[config.mk]
export PLATFORM = sky130hd
export DESIGN_NAME = input_job_arbiter
export DESIGN_NICKNAME = d
export VERILOG_FILES = /design/src/rtl/input_job_arbiter.sv
export SDC_FILE = /design/constraint.sdc
export NUM_CORES = 1
export LEC_CHECK = 0
export ABC_AREA = 0
export CAP_MARGIN = 15
export CORE_AREA = 2 2 263 265
export CTS_CLUSTER_SIZE = 30
export DETAILED_ROUTE_END_ITERATION = 12
export DIE_AREA = 0 0 265 267
export SKIP_LAST_GASP = 1
export SLEW_MARGIN = 20
export SYNTH_ARGS = -nofsm -noshare
export SYNTH_HDL_FRONTEND = slang
export SYNTH_SLANG_ARGS = --single-unit
[constraint.sdc]
create_clock -name clk -period 1.8 [get_ports clk]
set_clock_uncertainty 0.05 [all_clocks]
set_input_delay 0.18 -clock clk [delete_from_list [all_inputs] [get_ports clk]]
set_output_delay 0.18 -clock clk [all_outputs]
set_load 0.1 [all_outputs]
[src/rtl/input_job_arbiter.sv]
// Round-robin arbiter that locks one compression-job stream onto the shared
// hash-engine input until that stream's delimited beat is accepted.
module input_job_arbiter #(
    parameter int NUM_REQ    = 4,
    parameter int DATA_BYTES = 16,
    parameter int CNT_WIDTH  = 16,
    localparam int ID_W      = $clog2(NUM_REQ),
    localparam int DW        = DATA_BYTES * 8
) (
    input  logic                    clk,
    input  logic                    rst_n,
    input  logic [NUM_REQ-1:0]      req_valid,
    output logic [NUM_REQ-1:0]      req_ready,
    input  logic [NUM_REQ-1:0]      req_delim,
    input  logic [NUM_REQ*DW-1:0]   req_data,
    output logic                    out_valid,
    input  logic                    out_ready,
    output logic                    out_delim,
    output logic [DW-1:0]           out_data,
    output logic [ID_W-1:0]         out_src_id,
    output logic                    job_done,
    output logic [ID_W-1:0]         job_src_id,
    output logic [CNT_WIDTH-1:0]    job_beats
);

    localparam logic [0:0] ST_IDLE  = 1'b0;
    localparam logic [0:0] ST_GRANT = 1'b1;

    logic [0:0]           state_r;
    logic [ID_W-1:0]      grant_id_r;
    logic [ID_W-1:0]      rr_ptr_r;
    logic [CNT_WIDTH-1:0] beat_cnt_r;
    logic                 job_done_r;
    logic [ID_W-1:0]      job_src_id_r;
    logic [CNT_WIDTH-1:0] job_beats_r;

    logic [ID_W-1:0]      pick_id_s;
    logic                 pick_found_s;
    logic [CNT_WIDTH-1:0] beat_inc_s;
    logic                 xfer_s;
    logic                 last_xfer_s;

    // Round-robin pick: scanning downward lets the lowest offset from rr_ptr win.
    always_comb begin
        pick_found_s = |req_valid;
        pick_id_s    = rr_ptr_r;
        for (int k = NUM_REQ - 1; k >= 0; k--) begin
            pick_id_s = req_valid[rr_ptr_r + ID_W'(k)] ? (rr_ptr_r + ID_W'(k)) : pick_id_s;
        end
    end

    // Zero-latency pass-through of the granted stream; everything is gated off in IDLE.
    always_comb begin
        req_ready = '0;
        out_valid = 1'b0;
        out_delim = 1'b0;
        out_data  = req_data[grant_id_r * DW +: DW];
        if (state_r == ST_GRANT) begin
            req_ready[grant_id_r] = out_ready;
            out_valid             = req_valid[grant_id_r];
            out_delim             = req_delim[grant_id_r];
        end else begin
            req_ready = '0;
            out_valid = 1'b0;
            out_delim = 1'b0;
        end
    end

    assign xfer_s      = out_valid && out_ready;
    assign last_xfer_s = xfer_s && out_delim;
    assign beat_inc_s  = (&beat_cnt_r) ? beat_cnt_r : beat_cnt_r + CNT_WIDTH'(1'b1);

    // Grant FSM, beat counting and the one-cycle job completion report.
    always_ff @(posedge clk) begin
        if (!rst_n) begin
            state_r      <= ST_IDLE;
            grant_id_r   <= '0;
            rr_ptr_r     <= '0;
            beat_cnt_r   <= '0;
            job_done_r   <= 1'b0;
            job_src_id_r <= '0;
            job_beats_r  <= '0;
        end else begin
            job_done_r <= 1'b0;
            case (state_r)
                ST_IDLE: begin
                    if (pick_found_s) begin
                        grant_id_r <= pick_id_s;
                        beat_cnt_r <= '0;
                        state_r    <= ST_GRANT;
                    end
                end
                ST_GRANT: begin
                    // The grant only moves on a delim transfer, so stalls and gaps keep the lock.
                    if (last_xfer_s) begin
                        job_done_r   <= 1'b1;
                        job_src_id_r <= grant_id_r;
                        job_beats_r  <= beat_inc_s;
                        rr_ptr_r     <= grant_id_r + ID_W'(1'b1);
                        state_r      <= ST_IDLE;
                    end else if (xfer_s) begin
                        beat_cnt_r <= beat_inc_s;
                    end
                end
                default: begin
                    state_r <= ST_IDLE;
                end
            endcase
        end
    end

    assign out_src_id = grant_id_r;
    assign job_done   = job_done_r;
    assign job_src_id = job_src_id_r;
    assign job_beats  = job_beats_r;

endmodule

==> impl_metrics.ini, run 1 <==
[layout]
final_area_sq_mm = 0.0167
layout_commonest_cell = clkdlybuf4s50_1
syn_to_final_growth_pct = 219
final_nets = 1749
fin_util_pct = 24.6
ff_latch_area_sq_um = 812
drive_gt1_share_pct = 42.0
mostFrequentLayoutCells = 522 x clkdlybuf4s50_1, 163 x buf_12, 131 x mux4_2
multi_input_area_sq_mm = 0.00450
fillCellCount = 7123

[critical_path]
cp.depth = 5
critPathRequiredTime_ns = 1.57
crit_fanout = 8
slowest_stage = mux4_2
critical_path.most_common_cell = buf_12
arrival_ns = 1.95
end_kind = output pin
cpPeakStageDelay_ns = 0.56
rr_worst_depth = 8
worstSetupPathType = reg -> out
startpoint_type = flip-flop
crit_chain = buf_12, buf_12, buf_4, mux4_2, buf_12
path_buf_inv = 4
cp_top_family = buffers and inverters

[sta]
tns_ns = -46.98
worst_pin_slew_ns = 0.568
rsz0062_at_grt = yes
setup_violations = 171
slew_violations = 0
period_needed_ns = 2.18
setup_ws_ns = -0.384
hold_viol = 0
fmax_ghz = 0.458
finalCritPeriodShare_pct = 121
max_slew_margin_pct = 61.8

[global_routing]
antenna_found_initial = 96
grt_pass1_vias = 8245
grt_util_met1_pct = 20.0
grt_max_degree = 49
grt_pass1_wl_mm = 86.5
grt_usage_pct = 19.1
grt.busiest_layer = met2
met3_usage_pct = 15.3
gr-usage-met2_pct = 29.5
grt.overflow.total = 0

[clocking]
clkSinkCount = 40
cts_tree = yes
ctsHoldBuffers = 0
cts.root.buffer_cell = clkbuf_16
clockBufferDepth = 2
clk_pin_slew_ns = 0.07
clock_latency_ns = 0.29
cts_buffers = 5
htreeDepth = 2

[yosys]
synth-edff-count = 0
synth-seq-area-share_pct = 15.3
synth_flop_cell = dfxtp_1
synth_cells = 426
syn_area_sq_mm = 0.00525
syn-num-nets = 954
yosysWarnings = 0
synth_seq_cells = 40
async_flop_share_pct = 0
avgSynthCellArea_sq_um = 12.3
ys_types = 52

[routing]
vias_per_cell = 3.90
vias = 8295
drc = 0
drt-total-wl_mm = 72.4
ant_nets = 0
drt-pass1-iter-count = 4
first_iter_violations = 431
drt-wirelength-per-cell_um = 34.1

[placement]
place_hpwl_mm = 64.4
port_buffers = 677
gp_congestion = 0.960
dpl_cell_area_sq_mm = 0.0154

[worst_hold_path]
min_path_type = reg -> reg
worstHoldPathCells = 2

[floorplan]
initial_core_util_pct = 7.72
core-area_sq_mm = 0.0680
row_count = 96
die_x_um = 265
top_level_ports = 678
die_area_sq_mm = 0.0708
die_h_um = 267

[power_and_ir_drop]
peakVddDrop_mv = 0.381
p_per_area_mw_per_mm2 = 530
leakagePower_nw = 6.00

[run_status]
outcome = finished with violations
violations = setup timing

[flow_run]
drv_cap = 0
## stage by stage
stage                     instances  power, W  setup WS, ns  hold slack, ns
after floorplan                 426   0.00434        -0.254           0.318
after global placement         2044   0.00764        -0.409           0.410
after detailed placement       2044   0.00766        -0.427           0.413
after CTS                      2070   0.00873        -0.404           0.424
after global routing           2114   0.00912        -0.436           0.437
final                          2125   0.00887        -0.384           0.414
## state kept, by name (all words and copies together) (netlist names)
name        cells
job_beats      16
state_r         1
beat_cnt_r     16
job_src_id      2
out_src_id      2
rr_ptr_r        2
job_done        1
## logic make-up (layout without fill, tap and decap cells)
group / Yosys count / after routing / share of synthesized area, %
flip-flops: 40 / 40 / 15.3
adder cells (fa/ha/maj): 5 / 5 / 1.19
XOR/XNOR: 8 / 8 / 1.33
AO/OA/AOI/OAI: 67 / 67 / 8.46
buffers and inverters: 54 / 850 / 4.48
multiplexers: 136 / 136 / 57.2
AND/OR/NAND/NOR: 116 / 116 / 12.1
other: 0 / 21 / 0
## final cells by class
cell class | count | share of cell area, %
antenna | 21 | 0.314
tap | 882 | 6.60
clock buffer | 6 | 0.771
sequential | 40 | 4.86
multi-input combinational | 332 | 26.9
inverter | 8 | 0.195
timing repair buffer | 834 | 60.3
clock inverter | 2 | 0.0748
## synthesized netlist by cell type, types with 3 or more instances
cell type | count | area, sq um
ha_1 | 5 | 62.6
buf_1 | 5 | 18.8
dfxtp_1 | 40 | 801
inv_1 | 6 | 22.5
and3_1 | 10 | 62.6
buf_2 | 21 | 105
nand4_1 | 4 | 25.0
nor2_1 | 12 | 45.0
mux2i_1 | 3 | 30.0
nand4b_1 | 5 | 43.8
nand2_1 | 35 | 131
xnor2_1 | 5 | 43.8
nand3_1 | 18 | 90.1
nor3_1 | 8 | 40.0
xor2_1 | 3 | 26.3
o21ai_0 | 13 | 65.1
mux4_2 | 131 | 2950
nand2b_1 | 6 | 37.5
and2_1 | 3 | 18.8
a21oi_1 | 22 | 110
o221ai_1 | 4 | 35.0
a311oi_1 | 6 | 52.6
clkbuf_1 | 17 | 63.8
or4_1 | 3 | 22.5
## where the power goes
group | leakage, nW | switching [W] | internal (W)
registers | 0.326 | 0.0000334 | 0.000902
clock network | 0.0670 | 0.000405 | 0.000513
logic | 5.60 | 0.00387 | 0.00314
total | 6.00 | 0.00431 | 0.00455
## worst register-to-register path, stage by stage, from the launching register on
cell	delay, ns
dfxtp_4	0.37
buf_4	0.15
inv_4	0.05
mux4_2	0.58
buf_6	0.16
o21ai_4	0.14
buf_12	0.15
a21boi_4	0.19
o21ai_1	0.07
## path summary, 6_finish.rpt
path                      start             to  slack (ns)
hold / removal     job_beats[0]   job_beats[0]        0.41
setup / recovery  out_src_id[0]   out_data[93]       -0.38
setup reg to reg  out_src_id[0]  beat_cnt_r[0]       -0.23
hold reg to reg    job_beats[0]   job_beats[0]        0.41
## per-layer routing
layer,routed length (um),part of all wire [%],vias to the layer above
li1,-,-,3449
met1,25700,36,4024
met2,31700,44,576
met3,12500,17,162
met4,1920,2.6,84
met5,552,0.76,-
## repair_timing
action | 4_1_cts | 5_1_grt
resized for setup | 28 | 82
setup endpoints to repair | 163 | 172
setup buffers | 13 | 28
pin swaps | 5 | 18
cloned | 5 | 8
Power figures use the tool's default switching activity.
==> inputs of run 2 (changes only) <==
--- a/config.mk
+++ b/config.mk
@@ -12,7 +12,7 @@
 export DETAILED_ROUTE_END_ITERATION = 12
 export DIE_AREA = 0 0 265 267
 export SKIP_LAST_GASP = 1
-export SLEW_MARGIN = 20
+export SLEW_MARGIN = 10
 export SYNTH_ARGS = -nofsm -noshare
 export SYNTH_HDL_FRONTEND = slang
 export SYNTH_SLANG_ARGS = --single-unit
==> results of run 2 <==
No change in the layout: final DEF, timing and power equal those of run 1.
